===== src/rtl/kogge_pkg.sv =====
// Shared definitions for the pipelined Kogge-Stone adder/subtractor.
//   pg_t       : per-bit (propagate, generate) pair carried through the prefix tree
//   clog2      : ceiling log2, used to size the prefix tree
//   num_stages : number of registered prefix stages for a width / levels-per-stage pair
//   LEVELS, S  : prefix levels and prefix stages for the default configuration
package kogge_pkg;

  typedef struct packed {
    logic p;
    logic g;
  } pg_t;

  function automatic int clog2(input int n);
    int r;
    r = 0;
    for (int i = 0; i < 31; i++) begin
      if ((1 << i) < n) r = i + 1;
    end
    return r;
  endfunction

  function automatic int num_stages(input int width, input int lps);
    return (clog2(width) + lps - 1) / lps;
  endfunction

  localparam int DEF_WIDTH = 16;
  localparam int DEF_LPS   = 2;
  localparam int LEVELS    = clog2(DEF_WIDTH);
  localparam int S         = num_stages(DEF_WIDTH, DEF_LPS);

endpackage


===== src/rtl/kogge_black_cell.sv =====
// Kogge-Stone black cell: merges a higher group (i_hi) with the adjacent
// lower group (i_lo) into one wider group (o_pg).
//   i_hi : (P, G) of the more significant group
//   i_lo : (P, G) of the less significant group
//   o_pg : combined (P, G)
module kogge_black_cell
  import kogge_pkg::*;
(
  input  pg_t i_hi,
  input  pg_t i_lo,
  output pg_t o_pg
);

  assign o_pg.g = i_hi.g | (i_hi.p & i_lo.g);
  assign o_pg.p = i_hi.p & i_lo.p;

endmodule


===== src/rtl/kogge_stone_pipe.sv =====
// Pipelined, parametrised Kogge-Stone adder/subtractor with a valid/ready
// stream interface.
//   clk, rst             : clock, synchronous active-high reset
//   in_valid / in_ready  : operand beat handshake
//   a, b, cin, sub       : operands; sub=1 gives a-b, sub=0 gives a+b+cin
//   out_valid / out_ready: result beat handshake
//   sum, cout, ovf       : registered result, carry out, signed overflow
//
// The prefix tree runs over WIDTH+1 positions: position 0 carries the
// carry-in (p=0, g=c0) and position i+1 carries bit i. After the tree,
// G at position i is the carry into bit i.
//
// Handshake: a beat transfers on a rising edge where valid & ready are both
// high; valid, once raised, is held with stable data until that edge. Every
// stage (prefix stages 1..S, then the output register) loads when it is
// empty or when the stage after it loads, so empty stages fill even while
// the output is stalled. in_ready is the load condition of stage 1 and
// therefore depends combinationally on out_ready.
module kogge_stone_pipe
  import kogge_pkg::*;
#(
  parameter int WIDTH = DEF_WIDTH,
  parameter int LPS   = DEF_LPS
) (
  input  logic             clk,
  input  logic             rst,
  input  logic             in_valid,
  output logic             in_ready,
  input  logic [WIDTH-1:0] a,
  input  logic [WIDTH-1:0] b,
  input  logic             cin,
  input  logic             sub,
  output logic             out_valid,
  input  logic             out_ready,
  output logic [WIDTH-1:0] sum,
  output logic             cout,
  output logic             ovf
);

  localparam int NLEVELS = clog2(WIDTH);
  localparam int NSTAGES = num_stages(WIDTH, LPS);
  // Level slots including pass-through levels that pad the last stage.
  localparam int NLV     = NSTAGES * LPS;

  logic [WIDTH-1:0]   w_bb;
  logic [WIDTH-1:0]   w_p0;
  logic [WIDTH-1:0]   w_g0;
  logic               w_c0;

  // w_lv[n]  : prefix state after level n (n=0 is the bit-level p/g).
  // w_src[n] : input of level n, either the previous level or a stage register.
  pg_t                w_lv  [0:NLV][0:WIDTH];
  pg_t                w_src [1:NLV][0:WIDTH];

  pg_t                r_pg  [1:NSTAGES][0:WIDTH];
  logic [WIDTH-1:0]   r_p   [1:NSTAGES];
  logic [NSTAGES:1]   r_v;
  logic [NSTAGES+1:1] w_adv;

  logic               r_out_valid;
  logic [WIDTH-1:0]   r_sum;
  logic               r_cout;
  logic               r_ovf;

  logic [WIDTH-1:0]   w_sum;
  logic               w_cout;
  logic               w_ovf;

  // Bit-level propagate/generate with subtract folded into operand B.
  assign w_bb = sub ? ~b : b;
  assign w_c0 = sub | cin;
  assign w_p0 = a ^ w_bb;
  assign w_g0 = a & w_bb;

  assign w_lv[0][0] = '{p: 1'b0, g: w_c0};
  for (genvar j = 0; j < WIDTH; j++) begin : g_lv0
    assign w_lv[0][j+1] = '{p: w_p0[j], g: w_g0[j]};
  end

  for (genvar n = 1; n <= NLV; n++) begin : g_level
    localparam int D = 1 << (n - 1);
    for (genvar j = 0; j <= WIDTH; j++) begin : g_bit
      // The first level of every stage after the first reads the register
      // that closed the previous stage.
      if (n > 1 && ((n - 1) % LPS) == 0) begin : g_from_reg
        assign w_src[n][j] = r_pg[(n-1)/LPS][j];
      end else begin : g_from_comb
        assign w_src[n][j] = w_lv[n-1][j];
      end
      if (n <= NLEVELS && j >= D) begin : g_cell
        kogge_black_cell u_cell (
          .i_hi (w_src[n][j]),
          .i_lo (w_src[n][j-D]),
          .o_pg (w_lv[n][j])
        );
      end else begin : g_pass
        assign w_lv[n][j] = w_src[n][j];
      end
    end
  end

  // Load conditions, evaluated from the output back towards the input.
  always_comb begin
    w_adv = '0;
    w_adv[NSTAGES+1] = ~r_out_valid | out_ready;
    for (int s = NSTAGES; s >= 1; s--) begin
      w_adv[s] = ~r_v[s] | w_adv[s+1];
    end
  end

  // Final carries. After LEVELS levels the top position spans bits
  // [WIDTH-1:0] but not the carry-in slot, so one last merge with
  // position 0 completes the carry out of the MSB.
  always_comb begin
    w_sum = '0;
    for (int i = 0; i < WIDTH; i++) begin
      w_sum[i] = r_p[NSTAGES][i] ^ r_pg[NSTAGES][i].g;
    end
    w_cout = r_pg[NSTAGES][WIDTH].g |
             (r_pg[NSTAGES][WIDTH].p & r_pg[NSTAGES][0].g);
    w_ovf  = w_cout ^ r_pg[NSTAGES][WIDTH-1].g;
  end

  // Valid bits and result registers.
  always_ff @(posedge clk) begin
    if (rst) begin
      r_v         <= '0;
      r_out_valid <= 1'b0;
      r_sum       <= '0;
      r_cout      <= 1'b0;
      r_ovf       <= 1'b0;
    end else begin
      if (w_adv[1]) r_v[1] <= in_valid;
      for (int s = 2; s <= NSTAGES; s++) begin
        if (w_adv[s]) r_v[s] <= r_v[s-1];
      end
      if (w_adv[NSTAGES+1]) begin
        r_out_valid <= r_v[NSTAGES];
        if (r_v[NSTAGES]) begin
          r_sum  <= w_sum;
          r_cout <= w_cout;
          r_ovf  <= w_ovf;
        end
      end
    end
  end

  // Datapath registers load only with a valid beat; no reset needed.
  always_ff @(posedge clk) begin
    if (w_adv[1] && in_valid) begin
      r_p[1] <= w_p0;
      for (int j = 0; j <= WIDTH; j++) r_pg[1][j] <= w_lv[LPS][j];
    end
    for (int s = 2; s <= NSTAGES; s++) begin
      if (w_adv[s] && r_v[s-1]) begin
        r_p[s] <= r_p[s-1];
        for (int j = 0; j <= WIDTH; j++) r_pg[s][j] <= w_lv[s*LPS][j];
      end
    end
  end

  assign in_ready  = w_adv[1];
  assign out_valid = r_out_valid;
  assign sum       = r_sum;
  assign cout      = r_cout;
  assign ovf       = r_ovf;

endmodule


===== config.mk =====
export PLATFORM = sky130hd
export DESIGN_NAME = kogge_stone_pipe
export DESIGN_NICKNAME = d
export VERILOG_FILES = /design/src/rtl/kogge_pkg.sv /design/src/rtl/kogge_black_cell.sv /design/src/rtl/kogge_stone_pipe.sv
export SDC_FILE = /design/constraint.sdc
export NUM_CORES = 1
export LEC_CHECK = 0
export CORE_ASPECT_RATIO = 0.75
export CORE_UTILIZATION = 60
export CTS_CLUSTER_SIZE = 24
export DETAILED_ROUTE_END_ITERATION = 8
export PLACE_DENSITY = 0.95
export SLEW_MARGIN = 10
export SYNTH_ARGS = -nofsm -noshare
export SYNTH_HDL_FRONTEND = slang
export SYNTH_HIERARCHICAL = 1
export SYNTH_SLANG_ARGS = --single-unit

===== constraint.sdc =====
create_clock -name clk -period 8.5 [get_ports clk]
set_clock_uncertainty 0.1 [all_clocks]
set_input_delay 2.125 -clock clk [delete_from_list [all_inputs] [get_ports clk]]
set_output_delay 2.125 -clock clk [all_outputs]
set_load 0.01 [all_outputs]

# == Word-level counts from Yosys, hierarchy flattened ==
# Memory sizes are Yosys's and may differ from the RTL's.
# Cells that the tools add are included.
# op_classes
bitwise_logic,185
n_eq_ne,0
reduce_logical,3
n_lt_le_gt_ge,0
n_div,0
n_mux,5
add_sub_neg,0
mul,0
shifts,0
# op_table
op,count
$and 1x1->1,104
$or 1x1->1,58
$xor 1x1->1,17
$and 16x16->16,1
$mux 16,1
$not 16->16,1
$xor 16x16->16,1
$mux 1,4
$not 1->1,3
$logic_and 1x1->1,2
$reduce_and 2->1,1
# totals
output_inout_bits,20
ram_bits,100
mem_count,2
latchBits,0
rom_bits,0
input_bits,38
wordCells,201
regBits,21
# mem_list
memory,words,word_bits,rd,rd_ports_with_merged_regs,write_ports,line,source
r_pg,2,34,2,0,2,kogge_stone_pipe.sv:55,pg_t r_pg [1:NSTAGES][0:WIDTH];
r_p,2,16,2,0,2,kogge_stone_pipe.sv:56,logic [WIDTH-1:0] r_p [1:NSTAGES];

# == Logic depth before layout (Yosys ltp) ==
# Gate-level depths: netlist of run 1.
# depth
word_depth,7
ltp_mapped,6
ltp_nobuf,4

# == Cells and area by module ==
# Netlist of run 1, hierarchy kept.
# by_module_without_submodules
module,instances,seq_area_each_um2,area_per_inst_um2,cells_each
kogge_stone_pipe,1,2912.8,3847.4,216
kogge_black_cell,53,0.0,15.0,2

# == Least setup slack after synthesis of run 1 ==
# Ideal clock, no wire load.
# synth_timing
path_type,input -> register
startpoint,input port out_ready
endpoint,memory r_p[2][0] in the netlist's numbering (enable)
setup_time_ps,478
arrival_time_ps,4722
cell_stages,2
path_slack_ps,3201
t_required_ps,7922
n_path_buf,0
path_cell_list,nor2b_1 > a21boi_0
# synth_rtl
element,line,source
start: declaration,kogge_stone_pipe.sv:34,"input logic out_ready,"
end: declaration,kogge_stone_pipe.sv:56,

# == Final worst setup path of run 1 ==
# layout_timing
startpoint,input port out_ready
endpoint,output port in_ready
# layout_via
elab_chain_cells,3
# layout_rtl
element,line,source
$or 1x1->1,kogge_stone_pipe.sv:105,w_adv[NSTAGES+1] = ~r_out_valid | out_ready;
$or 1x1->1 (2 in a row),kogge_stone_pipe.sv:107,w_adv[s] = ~r_v[s] | w_adv[s+1];
end: declaration,kogge_stone_pipe.sv:28,"output logic in_ready,"
# No other way between the ends.

==> flow_summary.json, run 1 <==
{
  "status": "complete, no violations",
  "critPathSlowestCell": "clkdlybuf4s50_1",
  "syn-cell-area_um2": 4440,
  "drive_gt1_share_pct": 18.8,
  "finalCritPeriodShare_pct": 69.2,
  "syn_to_final_growth_pct": 20.2,
  "num_vias": 2564,
  "grt_pass1_vias": 2604,
  "fin_nets": 417,
  "h-tree-depth": 3,
  "gr-total-overflow": 0,
  "met3_usage_pct": 6.79,
  "placed_area_um2": 5100,
  "worst_pin_slew_ns": 0.963,
  "ys_warn_count": 6,
  "cts_setup_buffers": 0,
  "port_buffers": 57,
  "numCtsBuffers": 9,
  "via_per_inst": 5.50,
  "first_iter_violations": 154,
  "io_pins": 58,
  "fmax_mhz": 170,
  "r2r_slack_ns": 6.68,
  "drc_errors": 0,
  "n_antenna_cell": 0,
  "fp.dieW_um": 101,
  "grtUsageTotal_pct": 21.7,
  "r2r_start": "r_v[2]$_SDFFE_PP0P_",
  "clkTransAtPathRegs_ns": 0.09,
  "antenna_found_initial": 0,
  "p_leak_nw": 2.09,
  "hp-start": "r_p[1][8]$_DFFE_PP_",
  "clk_latency_ns": 0.36,
  "hold_violations": 0,
  "cts_hold_buf": 0,
  "synth_nets": 357,
  "cts_tree": "built",
  "n_fill_cell": 443,
  "detail-route-antenna-nets": 0,
  "critical_path_arrival_ns": 3.66,
  "syn_inst": 303,
  "row_count": 26,
  "drv_slew": 0,
  "crit_path_cell_trace": "clkdlybuf4s50_1 -> nor2b_1 -> nand3_1 -> clkdlybuf4s50_1",
  "peakVddDrop_uv": 105,
  "dr.pass1.iters": 6,
  "fin_area_um2": 5330,
  "setup_viol": 0,
  "cp.required_ns": 6.28,
  "initial_core_util_pct": 63.4,
  "end_kind": "primary output",
  "met2_usage_pct": 35.2,
  "wl_per_cell_um": 16.2,
  "ctsResizeCount": 0,
  "cpPeakStageDelay_ns": 0.53,
  "dp_hpwl_mm": 5.54,
  "max_cap_violations": 0,
  "min_path_cells": 0,
  "cts_sinks": 101,
  "dieArea_um2": 7750,
  "syn_avg_cell_area_um2": 14.6,
  "globalRouteMet1Util_pct": 27.7,
  "min_path_type": "reg2reg",
  "cpMostUsedCell": "clkdlybuf4s50_1",
  "holdPathEnd": "r_p[2][8]$_DFFE_PP_",
  "crit_family": "buffers and inverters",
  "slew_headroom_pct": 35.6,
  "grt_pass1_wl_mm": 12.3,
  "core_um2": 6990,
  "period_minus_slack_ns": 5.88,
  "final_util_pct": 76.3,
  "crit_path_start_kind": "input port",
  "clockRootBuffer": "clkbuf_8",
  "fin_total_pwr_mw": 1.12,
  "routabilityCongestion": 0.887,
  "finalNonFillerCells": 466,
  "cp_max_fo": 5,
  "tns_ns": 0,
  "post-place-cells": 450,
  "r2r-end": "r_pg[1][11]$_DFFE_PP_",
  "power_density_nw_per_um2": 210,
  "wirelength_mm": 7.57,
  "rsz0062_at_grt": "no",
  "path_class": "in2out",
  "worst-path-buf-inv": 2,
  "clk_path_buf_depth": 2,
  "die_h_um": 76.5,
  "worstRegToRegCells": 2,
  "grt_most_used_layer": "met2",
  "grt_start_max_net_pins": 47
}
[worst max path at each step]
stage,startpoint,endpoint,slack (ns),cells past startpoint
finish,out_ready,in_ready,2.62,4
global route,out_ready,in_ready,2.50,4
CTS,out_ready,in_ready,2.60,4
detailed placement,out_ready,in_ready,2.61,4
global placement,out_ready,in_ready,2.68,4
floorplan,out_ready,r_p[2][0]$_DFFE_PP_,3.20,2
[power by group]
part           internal [mW]  switching [mW]
logic                 0.0843          0.0750
registers              0.590          0.0226
clock network          0.194           0.152
[stage by stage]
step / setup WS, ns / hold WS (ns)
after floorplan: 3.20 / 0.300
after global placement: 2.68 / 0.300
after detailed placement: 2.61 / 0.305
after CTS: 2.60 / 0.321
after global routing: 2.50 / 0.322
final: 2.62 / 0.325
[sequential cells by signal, indices dropped and copies added (netlist names)]
name / flops
r_pg: 48
out_valid: 1
sum: 16
ovf: 1
r_p: 32
r_v: 2
cout: 1
[area by class of cell]
type                       instances  area [µm²]  area share (%)
clock inverter                     7         114            2.13
clock buffer                       9         124            2.32
inverter                           2        7.51           0.141
sequential                       101        2820            52.9
multi-input combinational        190        1560            29.2
timing repair buffer              59         586            11.0
tap                               98         123            2.30
[cell usage in the layout (no fill, tap or decap), drive strengths merged]
master          n
clkinv          3
nand4b          1
inv             2
and2           39
buf             2
a21o           53
clkinvlp        1
nor2b           2
nand3           1
dfxtp          21
clkbuf          9
bufinv          3
o32ai           1
xnor2          16
a211o           1
xor2           16
a211oi         17
or2             1
clkdlybuf4s50  57
a31oi           1
ha             16
nand2b          1
edfxtp         80
nor2            3
a21oi          20
a21boi          1
[layer usage]
layer / routed length, µm / vias up / share of wire (%)
met1: 3270 / 1204 / 43
met3: 636 / 8 / 8.4
met2: 3580 / 102 / 47
met4: 87 / 0 / 1.1
met5: 0 / - / 0
li1: - / 1250 / -
(Power assumes the default switching activity.)
==> inputs of run 2 (changes only) <==
--- a/config.mk
+++ b/config.mk
@@ -6,10 +6,10 @@
 export NUM_CORES = 1
 export LEC_CHECK = 0
 export CORE_ASPECT_RATIO = 0.75
-export CORE_UTILIZATION = 60
+export CORE_UTILIZATION = 55
 export CTS_CLUSTER_SIZE = 24
 export DETAILED_ROUTE_END_ITERATION = 8
-export PLACE_DENSITY = 0.95
+export PLACE_DENSITY = 0.9
 export SLEW_MARGIN = 10
 export SYNTH_ARGS = -nofsm -noshare
 export SYNTH_HDL_FRONTEND = slang
==> constraint.sdc (replaced) <==
create_clock -name clk -period 5.77 [get_ports clk]
set_clock_uncertainty 0.1 [all_clocks]
set_input_delay 1.4425 -clock clk [delete_from_list [all_inputs] [get_ports clk]]
set_output_delay 1.4425 -clock clk [all_outputs]
set_load 0.01 [all_outputs]
==> run 2 against run 1 <==
Via count decreased by 1.6%. Critical endpoint unchanged. Die area increased by 8.9%. Highest routed layer unchanged. Setup slack got worse by 1.4 ns. Sequential power increased by 47%. First-iteration DRC count decreased by 0.65%. Utilization decreased by 6.3 points. Global-route usage decreased by 2.1 points.
==> flow_summary.json, run 2 (synthesis results as in run 1) <==
{
  "io_pins": 58,
  "dp_hpwl_mm": 5.69,
  "clockRootBuffer": "clkbuf_8",
  "hold_violations": 0,
  "largest_reg_flops": 48,
  "final_common_cell": "edfxtp_1",
  "finalCritPeriodShare_pct": 78.5,
  "fin_area_um2": 5300,
  "placed_area_um2": 5100,
  "detail-route-antenna-nets": 0,
  "fin_nets": 417,
  "largest_register": "r_pg",
  "critical_path_arrival_ns": 2.99,
  "peakVddDrop_uv": 142,
  "hp-start": "r_p[1][13]$_DFFE_PP_",
  "n_fill_cell": 538,
  "first_iter_violations": 153,
  "clk_path_buf_depth": 2,
  "min_path_type": "reg2reg",
  "period_minus_slack_ns": 4.53,
  "via_per_inst": 5.38,
  "cts_setup_buffers": 0,
  "numCtsBuffers": 9,
  "crit_path_start_kind": "input port",
  "dieArea_um2": 8430,
  "cts_hold_buf": 0,
  "p_switching_uw": 379,
  "wl_per_cell_um": 16.0,
  "tns_ns": 0,
  "syn_to_final_growth_pct": 19.4,
  "p_sw_share_pct": 24.1,
  "cts_sinks": 101,
  "dr.pass1.iters": 5,
  "fp.dieW_um": 106,
  "slew_headroom_pct": 35.8,
  "routabilityCongestion": 0.853,
  "final_cell_mix": "edfxtp_1 (80), clkdlybuf4s50_1 (57), a21o_1 (53), and2_2 (38), dfxtp_1 (21)",
  "path_class": "in2out",
  "p_comb_share_pct": 14.9,
  "power_density_nw_per_um2": 297,
  "drc_errors": 0,
  "drive_gt1_share_pct": 19.0,
  "post-place-cells": 453,
  "h-tree-depth": 3,
  "worst_pin_slew_ns": 0.960,
  "grtUsageTotal_pct": 19.6,
  "r2r_start": "r_v[2]$_SDFFE_PP0P_",
  "p_int_mw": 1.20,
  "setup_viol": 0,
  "clockPowerShare_pct": 27.8,
  "rsz0062_at_grt": "no",
  "gr-total-overflow": 0,
  "p_leak_nw": 2.07,
  "port_buffers": 57,
  "grt_start_max_net_pins": 47,
  "grt_pass1_wl_mm": 12.0,
  "grt_pass1_vias": 2371,
  "wirelength_mm": 7.52,
  "num_vias": 2522,
  "drv_slew": 0,
  "cp.required_ns": 4.23,
  "die_h_um": 79.8,
  "status": "complete, no violations",
  "antenna_found_initial": 0,
  "fmax_mhz": 221,
  "finalNonFillerCells": 469,
  "initial_core_util_pct": 58.6,
  "sequentialPowerShare_pct": 57.4,
  "cp_max_fo": 5,
  "row_count": 27,
  "n_antenna_cell": 0,
  "clkTransAtPathRegs_ns": 0.09,
  "startpoint": "out_ready",
  "cts_tree": "built",
  "clk_latency_ns": 0.36,
  "max_cap_violations": 0,
  "ctsResizeCount": 0,
  "end_kind": "primary output",
  "core_um2": 7570
}
-- run 2: cell count changes in the layout (fill, tap and decap cells not counted), sizes merged --
cell	change
bufinv	-2
clkinv	-2
clkinvlp	+1
inv	+3
-- run 2: power groups by stage --
stage / combinational [mW] / sequential (mW) / clock [mW]
floorplan: 0.150 / 0.911 / 0
global placement: 0.226 / 0.915 / 0
detailed placement: 0.233 / 0.921 / 0
CTS: 0.235 / 0.904 / 0.444
global route: 0.256 / 0.910 / 0.478
finish: 0.234 / 0.903 / 0.438
-- run 2: metrics by stage --
step                      hold WS (ns)  power, mW  utilization [%]  setup slack (ns)
after floorplan                  0.300       1.06                -              1.15
after global placement           0.301       1.14             67.4              1.31
after detailed placement         0.305       1.15             67.4              1.24
after CTS                        0.328       1.58             70.0              1.24
after global routing             0.333       1.64             70.0              1.12
final                            0.326       1.57             70.0              1.24
-- run 2: final cells by class --
class	instances	area, µm²	area share (%)
clock buffer	9	124	2.34
clock inverter	7	72.6	1.37
inverter	2	7.51	0.142
multi-input combinational	190	1560	29.4
sequential	101	2820	53.3
tap	101	126	2.39
timing repair buffer	59	586	11.1
-- run 2: critical path, cell delays in order --
cell and delay (ns):
clkdlybuf4s50_1 0.43, nor2b_1 0.42, nand3_1 0.17, clkdlybuf4s50_1 0.54
-- run 2: per-layer routing --
metal	up-vias	part of all wire, %	GRT usage [%]
met5	-	0	0
met4	0	1.1	5.28
met3	7	5.5	6.94
met2	80	47	31.2
met1	1193	47	25.7
li1	1242	-	-
-- run 2: worst paths after layout --
check,slack [ns],end,cells past startpoint
setup / recovery,1.24,in_ready,4
hold reg to reg,0.33,r_p[2][13]$_DFFE_PP_,0
hold / removal,0.33,r_p[2][13]$_DFFE_PP_,0
setup reg to reg,3.95,r_p[1][9]$_DFFE_PP_,2
==> inputs of run 3 (changes only) <==
==> constraint.sdc (replaced) <==
create_clock -name clk -period 4.2 [get_ports clk]
set_clock_uncertainty 0.1 [all_clocks]
set_input_delay 1.05 -clock clk [delete_from_list [all_inputs] [get_ports clk]]
set_output_delay 1.05 -clock clk [all_outputs]
set_load 0.01 [all_outputs]
==> run 3 against run 2 <==
Register-to-register slack worse by 1.6 ns. Non-clock buffer count is 1 higher. Largest cell class unchanged. Final area increased by 0.33%. Largest power group unchanged.
==> flow_summary.json, run 3 (synthesis results as in run 1) <==
{
  "status": "complete, no violations",
  "register_area_um2": 2820,
  "r2r_slack_ns": 2.33,
  "critical_path_arrival_ns": 2.61,
  "clk_latency_ns": 0.35,
  "grt_pass1_vias": 2463,
  "path_class": "in2out",
  "worst_pin_slew_ns": 0.970,
  "power_density_nw_per_um2": 413,
  "tns_ns": 0,
  "detail-route-antenna-nets": 0,
  "max_cap_violations": 0,
  "drc_errors": 0,
  "multi_input_area_um2": 1560,
  "io_pins": 58,
  "min_path_cells": 0,
  "num_vias": 2542,
  "hp-start": "r_p[1][10]$_DFFE_PP_",
  "gr-total-overflow": 0,
  "port_buffers": 57,
  "end_kind": "primary output",
  "largest_register": "r_pg",
  "fin_total_pwr_mw": 2.19,
  "fmax_mhz": 266,
  "r2r_start": "r_v[2]$_SDFFE_PP0P_",
  "clockRootBuffer": "clkbuf_8",
  "numCtsBuffers": 9,
  "hold_violations": 0,
  "clkTransAtPathRegs_ns": 0.09,
  "r2r-end": "r_p[1][10]$_DFFE_PP_",
  "cts_tree": "built",
  "wl_per_cell_um": 16.1,
  "finalCritPeriodShare_pct": 89.6,
  "drv_slew": 0,
  "dp_hpwl_mm": 5.52,
  "cp_max_fo": 5,
  "clk_path_buf_depth": 2,
  "crit_path_start_kind": "input port",
  "setup_viol": 0,
  "worstRegToRegCells": 2,
  "dieArea_um2": 8430,
  "largest_reg_flops": 48,
  "cts_sinks": 101,
  "wirelength_mm": 7.57,
  "core_um2": 7570,
  "routabilityCongestion": 0.849,
  "p_leak_nw": 2.08,
  "drive_gt1_share_pct": 18.4,
  "min_path_type": "reg2reg",
  "rsz0062_at_grt": "no",
  "initial_core_util_pct": 58.6,
  "holdPathEnd": "r_p[2][10]$_DFFE_PP_",
  "antenna_found_initial": 0,
  "n_fill_cell": 529,
  "dr.pass1.iters": 4,
  "cts_setup_buffers": 0,
  "fp.dieW_um": 106,
  "via_per_inst": 5.41,
  "peakVddDrop_uv": 227,
  "die_h_um": 79.8,
  "row_count": 27,
  "grt_start_max_net_pins": 47,
  "syn_to_final_growth_pct": 19.8,
  "grt_pass1_wl_mm": 12.2,
  "h-tree-depth": 3,
  "slew_headroom_pct": 35.1,
  "ctsResizeCount": 0,
  "period_minus_slack_ns": 3.76,
  "final_common_cell": "edfxtp_1",
  "final_cell_mix": "edfxtp_1 (80), clkdlybuf4s50_1 (57), a21o_1 (53), and2_2 (38), dfxtp_1 (21)",
  "cp.required_ns": 3.05,
  "n_antenna_cell": 0,
  "first_iter_violations": 123,
  "cts_hold_buf": 0,
  "grtUsageTotal_pct": 19.6,
  "fin_nets": 418
}
[run 3: changes by cell type in the layout (fill, tap and decap cells not counted), sizes merged]
| cell | change |
|---|---|
| clkinvlp | -1 |
| bufinv | +1 |
| clkinv | +1 |
| buf | +1 |
| inv | -3 |
| clkbuf | +2 |
[run 3: routing by layer]
layer / GRT usage, % / routed length, µm / up-vias
li1: - / - / 1245
met1: 26.1 / 3620 / 1219
met2: 30.6 / 3470 / 74
met3: 6.86 / 425 / 4
met4: 5.97 / 51 / 0
met5: 0 / 0 / -
[run 3: layout make-up]
class,count,area share [%]
Timing Repair Buffer,60,11.2
Clock inverter,5,1.41
Tap cell,101,2.38
Sequential cell,101,53.1
Inverter,2,0.141
Clock buffer,11,2.47
Multi-Input combinational cell,190,29.3
[run 3: report_power, final]
part	switching [mW]	total, mW	leakage (nW)	internal (mW)
Combinational	0.152	0.323	1.05	0.171
Sequential	0.0459	1.24	0.930	1.19
Clock	0.298	0.630	0.0986	0.332
[run 3: metrics by stage]
| step | hold WS (ns) | area [µm²] | util [%] | std cells | worst slack, ns |
|---|---|---|---|---|---|
| after floorplan | 0.300 | 4440 | - | 303 | 0.131 |
| after global placement | 0.301 | 5110 | 67.5 | 454 | 0.532 |
| after detailed placement | 0.309 | 5110 | 67.5 | 454 | 0.422 |
| after CTS | 0.326 | 5310 | 70.2 | 470 | 0.423 |
| after global routing | 0.328 | 5310 | 70.2 | 470 | 0.338 |
| final | 0.323 | 5310 | 70.2 | 470 | 0.438 |
[run 3: worst max-delay path, stage by stage]
cell and delay [ns]:
clkdlybuf4s50_1 0.42, nor2b_1 0.43, nand3_1 0.17, clkdlybuf4s50_1 0.53
[run 3: worst max-delay path by stage]
stage	end	cells after the start	start	slack [ns]
2_1_floorplan	r_p[1][0]$_DFFE_PP_	2	out_ready	0.13
3_3_place_gp	in_ready	4	out_ready	0.53
3_5_place_dp	in_ready	4	out_ready	0.42
4_1_cts	in_ready	4	out_ready	0.42
5_1_grt	in_ready	4	out_ready	0.34
6_report	in_ready	4	out_ready	0.44
==> patch, RTL diff (config.mk and constraints of run 2) <==
Register the output `ovf` once more, cleared by the reset; this adds one clock of latency there. The other outputs are not delayed to match. Comments in the files are not updated.
--- a/src/rtl/kogge_stone_pipe.sv
+++ b/src/rtl/kogge_stone_pipe.sv
@@ -163,7 +163,13 @@
   assign out_valid = r_out_valid;
   assign sum       = r_sum;
   assign cout      = r_cout;
-  assign ovf       = r_ovf;
+  always_ff @(posedge clk) begin
+    if (rst) begin
+      ovf <= '0;
+    end else begin
+      ovf <= r_ovf;
+    end
+  end
 
 endmodule
 
Check against the original RTL: not equivalent (a bounded check fails within 4 cycles, from zero or initial values and one cycle with rst high).
==> patch against run 2 <==
  * Wire length is 3.9% higher
  * Sequential share of layout area is 0.087 points lower
  * Sequential cell count is 1 higher
  * Count of clock-buffer cells in the layout is 1 higher
  * Synthesized area is 0.71% higher
  * Design area is 0.87% higher
  * Setup slack better by 89 ps
  * Synthesized cell count is 0.66% higher
  * First-iteration DRC count is 31% higher
  * Power is 2.4% higher
  * Hold slack worse by 1.3 ps
  * Critical endpoint unchanged
==> patch: results (changes against run 2) <==
** Clocking
- The number of buffers on the longest clock path came to 2 (unchanged).
- The count of cells resized by post-cts repair was 0 (unchanged).
- The clock reaches the later pin of the worst-skew pair after about 350 ps.
- Number of buffers created by CTS :: 9 (unchanged)

** Layout
- The number of nets in the layout was 419 (+0.48%).
- Largest register by flop count :: r_pg
- The fraction of final layout cells sized beyond drive strength 1 came to 18.6% (-0.37 points).

** Outcome
- Run status :: complete, no violations

** Hold path
- Type of the most critical hold path :: reg -> reg
- The path with the worst hold slack has its endpoint at r_p[2][13]$_DFFE_PP_.

** Place
- The setup slack after placement came to 1340 ps (+92.2 ps).
- The HPWL reported at the end of detailed placement was 5810 um (+2.0%).
- Final weighted congestion in routability-driven placement :: 0.850 (-0.43%)
- Number of input and output port buffers inserted :: 57 (unchanged)

** Global routing
- The first-pass GRT wire length is 12200 um (+1.4%).
- Vias in the first global route :: 2510 (+5.9%)
- Global-route usage over all layers :: 19.5% (-0.11 points)
- The number of antenna violations at the first check in global routing is 0 (unchanged).
- The total congestion overflow was 0 (unchanged).

** Route
- Via Count :: 2585 (+2.5%)
- The count of routing violations after the opening detailed-route iteration is 201 (+31%).
- Detailed-route wire length per cell :: 16.5 um (+2.6%)
- First-pass DRT Iterations :: 6 (+1)

** Pwr
- Static Leakage :: 2.09 nW (+1.2%)
- The peak supply drop came to 0.000158 V (+12%).

** Yosys
- Post-Synthesis Net Count :: 359 (+0.56%)
- Count of warnings emitted by yosys :: 6 (unchanged)

** Critical path
- Worst reg2reg startpoint :: r_v[2]$_SDFFE_PP0P_
- The arrival time reported for the critical path endpoint came to 2900 ps (-90 ps).
- R2r setup slk :: 3930 ps (-20 ps)
- The endpoint identified for the worst register-to-register timing path is r_pg[1][32]$_DFFE_PP_.

** Timing
- Max_slew headroom :: 32.9% (-3.0 points)
patch: layout make-up:
type	count	area, sq um
flip-flops and latches	102	2840
fillers	567	2540
multi-input cells	191	1560
repair buffers	59	586
well taps	105	131
clock buffers	10	128
clock inverters	6	85.1
inverters	2	7.51
patch: worst max path at each step:
| stage | from | to | slack (ps) | cells past startpoint |
|---|---|---|---|---|
| finish | out_ready | in_ready | 1330 | 4 |
| global route | out_ready | in_ready | 1220 | 4 |
| CTS | out_ready | in_ready | 1320 | 4 |
| detailed placement | out_ready | in_ready | 1340 | 4 |
| global placement | out_ready | in_ready | 1390 | 4 |
| floorplan | out_ready | r_p[2][0]$_DFFE_PP_ | 1010 | 2 |
patch: power breakdown:
| part | switching, mW | internal (mW) |
|---|---|---|
| sequential | 0.0340 | 0.876 |
| clock | 0.222 | 0.244 |
| combinational | 0.113 | 0.124 |
patch: stage by stage:
| step | hold WS [ps] | instances | area [sq um] | util, % | total power [mW] |
|---|---|---|---|---|---|
| after floorplan | 300 | 305 | 4470 | - | 1.07 |
| after global placement | 301 | 459 | 5130 | 65.1 | 1.15 |
| after detailed placement | 306 | 459 | 5130 | 65.1 | 1.16 |
| after CTS | 327 | 475 | 5340 | 67.8 | 1.62 |
| after global routing | 334 | 475 | 5340 | 67.8 | 1.68 |
| final | 325 | 475 | 5340 | 67.8 | 1.61 |
patch: worst max-delay path: cells and delay by family:
| kind | cells | cell delay [ps] |
|---|---|---|
| buf+inv | 2 | 960 |
| simple gates | 2 | 490 |
patch: layer usage:
layer  vias up  track usage, %  share of wire (%)
li1       1244               -                  -
met1      1243            24.8                 46
met2        88            33.3                 48
met3        10            5.36                4.8
met4         0            5.00                1.2
met5         -               0                  0
